$ cat src/rtl/fsm1_pkg.sv
// Shared constants for the fsm1 serial 1-0-0-1 sequence detector.
// State encodings are fixed so the debug state output is stable across builds.
package fsm1_pkg;

    localparam int STATE_W = 3;

    typedef enum logic [STATE_W-1:0] {
        S0 = 3'b000,
        S1 = 3'b001,
        S2 = 3'b010,
        S3 = 3'b011,
        S4 = 3'b100
    } state_e;

    // Detection pattern, oldest bit first.
    localparam logic [3:0] PATTERN = 4'b1001;

endpackage

$ cat src/rtl/fsm1.sv
// Moore detector for the overlapping serial pattern 1-0-0-1 on X.
// Z is decoded from the state register only, so X never reaches Z combinationally.
module fsm1
    import fsm1_pkg::*;
(
    input  logic               clk,
    input  logic               reset,
    input  logic               X,
    output logic               Z,
    output logic [STATE_W-1:0] state
);

    logic [STATE_W-1:0] state_q;
    logic [STATE_W-1:0] state_d;

    always_ff @(posedge clk or negedge reset) begin
        if (!reset) begin
            state_q <= S0;
        end else begin
            state_q <= state_d;
        end
    end

    // Unused encodings fall back to idle.
    always_comb begin
        state_d = S0;
        case (state_q)
            S0:      state_d = X ? S1 : S0;
            S1:      state_d = X ? S1 : S2;
            S2:      state_d = X ? S1 : S3;
            S3:      state_d = X ? S4 : S0;
            S4:      state_d = X ? S1 : S2;
            default: state_d = S0;
        endcase
    end

    assign Z     = (state_q == S4);
    assign state = state_q;

endmodule

$ cat config.mk
export PLATFORM = sky130hd
export DESIGN_NAME = fsm1
export DESIGN_NICKNAME = d
export VERILOG_FILES = /design/src/rtl/fsm1_pkg.sv /design/src/rtl/fsm1.sv
export SDC_FILE = /design/constraint.sdc
export NUM_CORES = 1
export LEC_CHECK = 0
export CAP_MARGIN = 30
export CORE_AREA = 8 8 45 47
export DETAILED_ROUTE_END_ITERATION = 6
export DIE_AREA = 0 0 53 55
export HOLD_SLACK_MARGIN = 0.15
export PLACE_DENSITY = 0.31
export SLEW_MARGIN = 10
export SYNTH_ARGS = -nofsm -noshare
export SYNTH_HDL_FRONTEND = slang
export SYNTH_SLANG_ARGS = --single-unit
$ cat constraint.sdc
create_clock -name clk -period 1.2 [get_ports clk]
set_input_delay 0.18 -clock clk [delete_from_list [all_inputs] [get_ports clk]]
set_output_delay 0.18 -clock clk [all_outputs]
set_load 0.05 [all_outputs]
==> metrics.log <==
INFO  metric die_y = approximately 55 um
INFO  metric die_area = between 2000 and 3000 um^2
INFO  metric max_clock_freq = between 800 and 900 MHz
INFO  metric cp-end-kind = primary output
INFO  metric routed_wire_length_per_instance = 9.386 um
INFO  metric pwr_density_cell = about 2600 nW/um^2
INFO  metric dr.pass1.iters = 4
INFO  metric cts_sinks = 3
INFO  metric initial_antenna_violation_count = 0
INFO  metric post-synth-top-area-cell = sky130_fd_sc_hd__dfrtp_1
INFO  metric synth.cell_area = around 150 um^2
INFO  metric syn-num-nets = 17
INFO  metric final_cell_count_no_fill = 44
INFO  metric timing.final.setup_violations = 1
INFO  metric timing.clock.skew = about 0.0014 ns
INFO  metric setup_tns = -0.008569 ns
INFO  metric cts.path.max_buffers = 2
INFO  metric ys_warn_count = 0
INFO  metric rr_worst_depth = 3
INFO  metric setup.reg_to_reg.worst_slack = ~0.080 ns
INFO  metric first_pass_grt_wire_length = approximately 770 um
INFO  metric list_of_most_frequent_post_synthesis_cells = sky130_fd_sc_hd__dfrtp_1, sky130_fd_sc_hd__inv_1, sky130_fd_sc_hd__nand2_1
INFO  metric layout_min_cycle_time = 1.209 ns
INFO  metric globalRoute.totalOverflow = 0
INFO  metric crit_type = reg2out
INFO  metric postCtsResizedCells = 0
INFO  metric largest_register_ffs = 3
INFO  metric worst_hold_startpoint = state[2]$_DFF_PN0_
INFO  metric failed_checks = negative setup slack
INFO  metric run_status = finished with violations
INFO  metric dominant_cells_by_area_after_synthesis = sky130_fd_sc_hd__dfrtp_1, sky130_fd_sc_hd__nor3b_2, sky130_fd_sc_hd__a22o_2
INFO  metric postSynthRegisterBits = 3
INFO  metric synth.top_cell.area_share = 0.5128
INFO  metric tritoncts = done
INFO  metric drc = 0
INFO  metric total_leakage_power = between 0.1 and 0.15 nW
INFO  metric area.growth.synth_to_final = 132.5%
INFO  metric timing.rr.start = state[1]$_DFF_PN0_
INFO  metric worst_vdd_ir = between 0.0005 and 0.0006 V
INFO  metric setup_repair_after_global_routing_missed_its_margin = yes
INFO  metric number_of_h_tree_branching_levels = 1
INFO  metric layout-drive-gt1-share = 0.6071
INFO  metric holdPathStages = 2
INFO  metric netlist_instances = 14
INFO  metric critical_path_peak_fanout = 2
INFO  metric max-cap-violations = 0
INFO  metric hold_viol = 0
INFO  metric worst-endpoint-arrival = 1.03 ns
INFO  metric timing.max_slew.rel_slack = 0.8806
INFO  metric cts_buffers = 3
INFO  metric rr_endpoint = state[1]$_DFF_PN0_
INFO  metric antenna_cells_inserted = 0
INFO  metric clock_transition_at_the_registers_of_the_reported_paths = approximately 0.040 ns
INFO  metric worstSetupStartpointType = flop
INFO  metric synthFlopType = sky130_fd_sc_hd__dfrtp_1
INFO  metric clk-insertion-delay-late = ~0.23 ns
INFO  metric post-route-period-util = 1.007
INFO  metric slew_viol_final = 0
INFO  metric numPlacedInstances = 36
INFO  metric grt_pass1_vias = between 150 and 200
INFO  metric synth_cell_types = 10
INFO  metric synth.most_common_cell = sky130_fd_sc_hd__dfrtp_1
INFO  metric via_per_inst = 3.205
INFO  metric place_worst_setup_slack = 0.07060 ns
INFO  metric required = approximately 1.0 ns
INFO  metric die_x = approximately 53 um
INFO  metric n_fill_cell = 150
INFO  metric tightestPinTransition = roughly 0.18 ns
INFO  metric pin_count_of_the_biggest_net_entering_global_routing = 6
INFO  metric syn_area_per_cell = between 10 and 15 um^2
INFO  metric min_to = state[2]$_DFF_PN0_
INFO  metric drt_first_iter_violations = 2
INFO  metric synth_async_sr_flop_share = 1.000
INFO  metric hold_slack = between 0.5 and 0.6 ns
INFO  metric yosysSeqAreaShare = 0.5128
INFO  metric overall_routed_net_length = 413 um
INFO  metric routed-via-count = ~140
INFO  metric port-buffer-count = 6
INFO  metric finalWorstSetupSlack = -0.008569 ns
INFO  metric post-layout-total-power = about 0.87 mW
INFO  metric row_count = 14
INFO  metric num_io_pins = 7
INFO  metric hp-class = reg2reg
INFO  metric grt_usage = 0.04101
INFO  metric initial_core_util = 0.1058
INFO  metric synth_enable_flop_cells = 0
INFO  metric postRouteAntennaNets = 0
INFO  metric gpl.final_weighted_congestion = slightly above 0.6
INFO  metric nets = 32
INFO  metric design.core.area = roughly 1400 um^2
INFO  metric cts_root_buffer = sky130_fd_sc_hd__clkbuf_4
## kinds of logic after synthesis
family                 count (synthesis)  share of synthesized area
flip-flops                             3                     0.5128
XOR/XNOR                               1                    0.05984
AO/OA/AOI/OAI                          2                     0.1282
buffers and inverters                  2                    0.05130
AND/OR/NAND/NOR                        6                     0.2478
## how the worst max path moves through the flow
stage,cells after the start,slack (ns),startpoint,endpoint
2_1_floorplan,1,-0.08,state[2]$_DFF_PN0_,Z
3_3_place_gp,3,0.09,X,state[1]$_DFF_PN0_
3_5_place_dp,3,0.07,X,state[1]$_DFF_PN0_
4_1_cts,2,-0.03,state[0]$_DFF_PN0_,Z
5_1_grt,2,-0.08,state[0]$_DFF_PN0_,Z
6_report,2,-0.009,state[0]$_DFF_PN0_,Z
## metrics by stage
stage	utilization	area, um^2
floorplan	-	161.4
global placement	0.2034	281.5
detailed placement	0.2034	281.5
CTS	0.2459	340.3
global route	0.2459	340.3
finish	0.2459	340.3
## cell type report
cell class                 instances  area (um^2)  share of cell area
timing repair buffer              10        132.6              0.3897
sequential                         3        78.83              0.2316
multi-input combinational          9        75.07              0.2206
clock buffer                       4        26.28             0.07721
tap                               16        20.02             0.05882
inverter                           2        7.507             0.02206
## cell usage in the layout, fill, tap and decap left out
| cell | synthesis | final |
|---|---|---|
| sky130_fd_sc_hd__buf_12 | 0 | 4 |
| sky130_fd_sc_hd__clkbuf_4 | 0 | 3 |
| sky130_fd_sc_hd__buf_4 | 0 | 3 |
| sky130_fd_sc_hd__dfrtp_2 | 0 | 3 |
| sky130_fd_sc_hd__inv_1 | 2 | 2 |
| sky130_fd_sc_hd__nand2_1 | 2 | 2 |
| sky130_fd_sc_hd__clkdlybuf4s50_1 | 0 | 2 |
| sky130_fd_sc_hd__nor3b_2 | 1 | 1 |
| sky130_fd_sc_hd__xor2_1 | 1 | 1 |
| sky130_fd_sc_hd__nor2_1 | 1 | 1 |
| sky130_fd_sc_hd__a22o_2 | 1 | 1 |
| sky130_fd_sc_hd__nor3_1 | 1 | 1 |
| sky130_fd_sc_hd__a31o_2 | 1 | 1 |
| sky130_fd_sc_hd__nor3b_4 | 0 | 1 |
| sky130_fd_sc_hd__clkbuf_1 | 0 | 1 |
| sky130_fd_sc_hd__dlygate4sd3_1 | 0 | 1 |
## metal layers
layer | share of wire | vias up | track usage
met2 | 0.41 | 7 | 0.05078
met4 | 0 | 0 | 0.05172
li1 | - | 75 | -
met3 | 0.15 | 0 | 0.03476
met1 | 0.43 | 59 | 0.03653
met5 | 0 | - | 0
## power breakdown
group	leakage [nW]	internal (mW)	switching [mW]	total (mW)
clock network	0.0150	0.124	0.0475	0.172
registers	0.0346	0.144	0.0360	0.180
logic	0.0970	0.259	0.263	0.522
total	0.147	0.527	0.346	0.873
## critical path: stages (launching register included)
cell	delay, ns
sky130_fd_sc_hd__dfrtp_2	0.41
sky130_fd_sc_hd__nor3b_4	0.23
sky130_fd_sc_hd__buf_12	0.16
## what timing repair did
| action | in CTS | in global routing |
|---|---|---|
| pin swaps | 0 | 0 |
| hold endpoints to repair | 3 | 0 |
| setup endpoints to repair | 1 | 1 |
| setup buffers | 3 | 0 |
| hold buffers | 1 | 0 |
No activity file was read; power rests on OpenSTA's default activity.
